===== src/rtl/fetch_unit.sv =====
`timescale 1ns/1ps
// ----------------------------------------------------------------------------
// fetch_unit
//
// Instruction-fetch stage for the MIPS single-cycle core. Owns the program
// counter, fetches one instruction word at a time over a variable-latency
// request/acknowledge handshake, holds it for exactly one execute cycle and
// then forms the next PC from the controller's branch/jump decisions.
//
// Ports:
//   clk          single clock, all state updates on the rising edge
//   reset_n      asynchronous active-low reset
//   imem_req     fetch request, held high until acknowledged
//   imem_addr    byte address of the requested word (always the current PC)
//   imem_ack     memory has valid imem_rdata this cycle
//   imem_rdata   instruction word, captured on an acknowledged FETCH edge
//   instr        latched instruction
//   op, funct    instr[31:26] and instr[5:0], to the controller
//   instr_valid  one-cycle execute/commit strobe; datapath writes only then
//   pc           current PC
//   pcplus4      pc + 4, for the datapath (link value, branch base)
//   pcsrc        take branch (already resolved by the controller)
//   jump         take jump (wins over pcsrc)
//   signimm      sign-extended immediate from the datapath
//   halt         stop fetching once the current instruction commits
//   halted       high while parked in the HALTED state
// ----------------------------------------------------------------------------
module fetch_unit #(
    parameter logic [31:0] RESET_PC = 32'h0000_0000
) (
    input  logic        clk,
    input  logic        reset_n,
    output logic        imem_req,
    output logic [31:0] imem_addr,
    input  logic        imem_ack,
    input  logic [31:0] imem_rdata,
    output logic [31:0] instr,
    output logic [5:0]  op,
    output logic [5:0]  funct,
    output logic        instr_valid,
    output logic [31:0] pc,
    output logic [31:0] pcplus4,
    input  logic        pcsrc,
    input  logic        jump,
    input  logic [31:0] signimm,
    input  logic        halt,
    output logic        halted
);

    localparam logic [1:0] FETCH  = 2'd0;
    localparam logic [1:0] EXEC   = 2'd1;
    localparam logic [1:0] HALTED = 2'd2;

    logic [1:0]  state_q, state_d;
    logic [31:0] pc_q, pc_d;
    logic [31:0] instr_q, instr_d;
    logic [31:0] next_pc;
    logic [31:0] branch_target;
    logic [31:0] jump_target;

    // All handshake and strobe outputs are decoded from registered state only,
    // so a reset assertion removes instr_valid immediately and imem_addr can
    // never move while a request is outstanding.
    assign imem_req    = (state_q == FETCH);
    assign instr_valid = (state_q == EXEC);
    assign halted      = (state_q == HALTED);
    assign imem_addr   = pc_q;
    assign pc          = pc_q;
    assign instr       = instr_q;
    assign op          = instr_q[31:26];
    assign funct       = instr_q[5:0];

    // PC arithmetic is plain modulo-2^32; wrap-around past the top or below
    // zero is intentional and raises nothing.
    assign pcplus4       = pc_q + 32'd4;
    assign branch_target = pcplus4 + (signimm << 2);
    assign jump_target   = {pcplus4[31:28], instr_q[25:0], 2'b00};

    // Jump takes priority over a branch when the controller asserts both.
    always_comb begin
        next_pc = pcplus4;
        if (jump) begin
            next_pc = jump_target;
        end else if (pcsrc) begin
            next_pc = branch_target;
        end
    end

    // Next-state logic. The ack is only honoured in FETCH; the PC only moves
    // on the EXEC edge, and halt is only looked at there too.
    always_comb begin
        state_d = state_q;
        pc_d    = pc_q;
        instr_d = instr_q;
        case (state_q)
            FETCH: begin
                if (imem_ack) begin
                    instr_d = imem_rdata;
                    state_d = EXEC;
                end
            end
            EXEC: begin
                pc_d    = next_pc;
                state_d = halt ? HALTED : FETCH;
            end
            HALTED: begin
                state_d = HALTED;
            end
            default: begin
                state_d = FETCH;
            end
        endcase
    end

    // Architectural state with asynchronous reset back to a fresh fetch.
    always_ff @(posedge clk or negedge reset_n) begin
        if (!reset_n) begin
            state_q <= FETCH;
            pc_q    <= RESET_PC;
            instr_q <= 32'h0000_0000;
        end else begin
            state_q <= state_d;
            pc_q    <= pc_d;
            instr_q <= instr_d;
        end
    end

endmodule


===== config.mk =====
export PLATFORM = sky130hd
export DESIGN_NAME = fetch_unit
export DESIGN_NICKNAME = d
export VERILOG_FILES = /design/src/rtl/fetch_unit.sv
export SDC_FILE = /design/constraint.sdc
export NUM_CORES = 1
export LEC_CHECK = 0
export BUFFER_PORTS_ARGS = -buffer_cell sky130_fd_sc_hd__buf_4
export CORE_ASPECT_RATIO = 1.5
export CORE_UTILIZATION = 45
export CTS_CLUSTER_DIAMETER = 150
export DETAILED_ROUTE_END_ITERATION = 8
export HOLD_SLACK_MARGIN = 0.08
export PLACE_DENSITY = 0.76
export SYNTH_ARGS = -nofsm -noshare
export SYNTH_HDL_FRONTEND = slang
export SYNTH_SLANG_ARGS = --single-unit
export TNS_END_PERCENT = 30

===== constraint.sdc =====
create_clock -name clk -period 6.6 [get_ports clk]
set_input_delay 0.33 -clock clk [delete_from_list [all_inputs] [get_ports clk]]
set_output_delay 0.33 -clock clk [all_outputs]
set_load 0.1 [all_outputs]

==> impl_metrics.toml <==
[timing]
drv_slew = 0
final_hold_viol_count = 0
finalSetupViolCount = 0
setup_tns_ps = 0
fin_crit_sh = 0.691
skew_ps = 8.26
relSlewSlack = 0.412
rsz0062_at_grt = "false"
tightest_slew_ps = 882
fmax_ghz = 0.219
period_needed_ps = 4560

[die]
die_x_um = 94.2
pin_count = 213
initial_core_util = 0.461
die_area_mm2 = 0.0132
core_area_mm2 = 0.0124
die_h_um = 140
std_cell_rows = 50

[synthesis]
ys_seq_elements = 64
syn_area_mm2 = 0.00574
synth-compound-area-share = 0.235
synth_edf_count = 0
synth_cells = 671
synthXorXnorAreaFrac = 0.0718
avgSynthCellArea_um2 = 8.55
ys_warn_count = 0
synthSimpleGateAreaFrac = 0.164
synth-seq-area-share = 0.279
synth_fa_ha_area_frac = 0.0820
synth_mux_area_frac = 0.0768
synthDistinctLibCells = 67
synthArstFlopShare = 1.00
synth_flop_cell = "dfrtp_1"
synth_top_family_by_area = "compound AO/OA/AOI/OAI gates"

[clock_tree]
cts_resized = 0
cts.path.max_buffers = 2
clk_latency_ps = 330
clkSinkCount = 64
cts_buffers = 9
ctsHtreeMaxLevel = 3
cts_tree = "built"
clk_root_buffer_cell = "clkbuf_16"
cts_hold_buf = 0
path_clk_slew_ps = 60
cts_setup_buffers = 0

[setup_path]
max_stage_delay_ps = 470
critPathLaunchType = "flop"
required_ps = 6820
crit_chain = "ha_1 -> nand4_1 -> nor3_2 -> and3_1 -> and3_1 -> xor2_1 -> ha_1 -> nand2_1 -> nor2_1 -> nand2_1 -> a311oi_1 -> nor2_1 -> o311ai_1 -> o21ai_1 -> o2bb2ai_1"
cp_slowest_cell = "ha_1"
critPathArrivalTime_ps = 4780
cp-end-kind = "flop"
cp_max_fo = 8
path_class = "flop to flop"

[job]
max_cap_viol_count = 0

[grt]
grt_usage = 0.289
top_usage_layer = "met2"
grt_max_degree = 65
grt_antenna_before_repair = 0
grt_util_met2 = 0.525
grt_pass1_vias = 5857
grtUsageMet1 = 0.307
overflow = 0
grtUsageMet3 = 0.0613
grt_pass1_wl_mm = 29.1

[place]
dp_hpwl_mm = 15.0
portBuffers = 204
gp_congestion = 0.925

[finish]
regArea_mm2 = 0.00160
area_delta_synth_final_pct = 27.4
num-nets-final = 924
post_route_cells_drive_above_1_share = 0.322
diodes = 0
multi_input_area_mm2 = 0.00363
fillers = 1144

[drt]
dr.pass1.iters = 5
wl_per_cell_um = 19.4
vias = 5803
vias_per_cell = 5.94
drc = 0
ant_nets = 0
drt_wl_total_mm = 19.0
first_iter_violations = 382

[status]
status = "finished clean"

[worst_hold_path]
hold_class = "input pin to async pin"
==> metal layers <==
layer,vias to the layer above,part of all wire
li1,2694,-
met1,2759,0.35
met2,295,0.53
met3,55,0.067
met4,0,0.047
met5,-,0
==> registers in the layout, summed over array words and instances, names as in the netlist <==
name       cells
instr         32
state_q        2
imem_addr     30
==> final timing paths <==
kind / startpoint / endpoint / slack [ps] / cells past startpoint
hold reg to reg: instr[13] / instr[13] / 530 / 1
max in group asynchronous: reset_n / imem_addr[6] / 5890 / 1
setup reg to reg: imem_addr[2] / imem_addr[31] / 2040 / 15
hold / removal: reset_n / imem_addr[30] / 80 / 1
setup / recovery: imem_addr[2] / imem_addr[31] / 2040 / 15
min in group clk: halt / state_q[1] / 230 / 2
==> cell type report <==
type | count | area share
well taps | 156 | 0.0267
flip-flops and latches | 64 | 0.219
multi-input cells | 526 | 0.497
repair buffers | 208 | 0.214
clock inverters | 4 | 0.00616
clock buffers | 11 | 0.0332
inverters | 8 | 0.00411
==> synth_stat cells, types with 14 or more instances <==
master	instances	share of area
and3_1	17	0.019
buf_4	49	0.064
xnor2_1	31	0.047
a21o_1	25	0.033
ha_1	36	0.079
o21ai_0	22	0.019
nand2_1	61	0.040
clkbuf_1	20	0.013
nand3_1	14	0.012
dfrtp_1	64	0.28
a21oi_1	46	0.040
xor2_1	16	0.024
mux2_2	32	0.063
nor2_1	55	0.036
o21ai_1	28	0.024
==> cell usage in the layout (no fill, tap or decap), types with 5 or more instances in the layout <==
cell / Yosys / final
a211oi_1: 10 / 10
a21o_1: 25 / 25
a21oi_1: 46 / 46
a221oi_1: 5 / 5
a31oi_1: 5 / 5
and2_1: 8 / 8
and3_1: 17 / 17
buf_4: 49 / 208
clkbuf_16: 0 / 9
conb_1: 1 / 6
dfrtp_1: 64 / 64
ha_1: 36 / 36
inv_1: 7 / 7
mux2_2: 32 / 32
mux2i_1: 8 / 8
nand2_1: 61 / 61
nand3_1: 14 / 14
nand4_1: 9 / 9
nor2_1: 55 / 55
nor2b_1: 6 / 6
nor3_1: 9 / 9
o21a_1: 7 / 7
o21ai_0: 22 / 22
o21ai_1: 28 / 28
or3_1: 5 / 5
xnor2_1: 31 / 31
xor2_1: 16 / 16
==> worst max-delay path: cells and delay by family (launching register included) <==
| kind | cells | cell delay (ps) |
|---|---|---|
| XOR/XNOR | 1 | 120 |
| AND/OR/NAND/NOR | 8 | 2150 |
| adder cells (fa/ha/maj) | 2 | 780 |
| flip-flops | 1 | 460 |
| AO/OA/AOI/OAI | 4 | 950 |
==> kinds of logic (layout without fill, tap and decap cells) <==
kind of cell | after synthesis | in the layout
compound gates | 200 | 200
simple gates | 196 | 196
buf+inv | 86 | 231
flops | 64 | 64
xor+xnor | 47 | 47
mux | 40 | 40
fa+ha+maj | 37 | 37
other cells | 1 | 6
==> per-stage QoR <==
stage	setup WS (ps)	cell area, µm²	std cells	utilization	hold WS [ps]
3_5_place_dp	2140	7020	962	0.564	477
5_1_grt	1660	7310	977	0.587	143
2_1_floorplan	521	5750	676	-	34.4
3_3_place_gp	2250	7020	962	0.564	471
4_1_cts	2110	7310	977	0.587	124
6_report	2040	7310	977	0.587	77.1
Power is not shown: default switching activity piles up to over one toggle a cycle in this logic, so the estimate is an artifact.
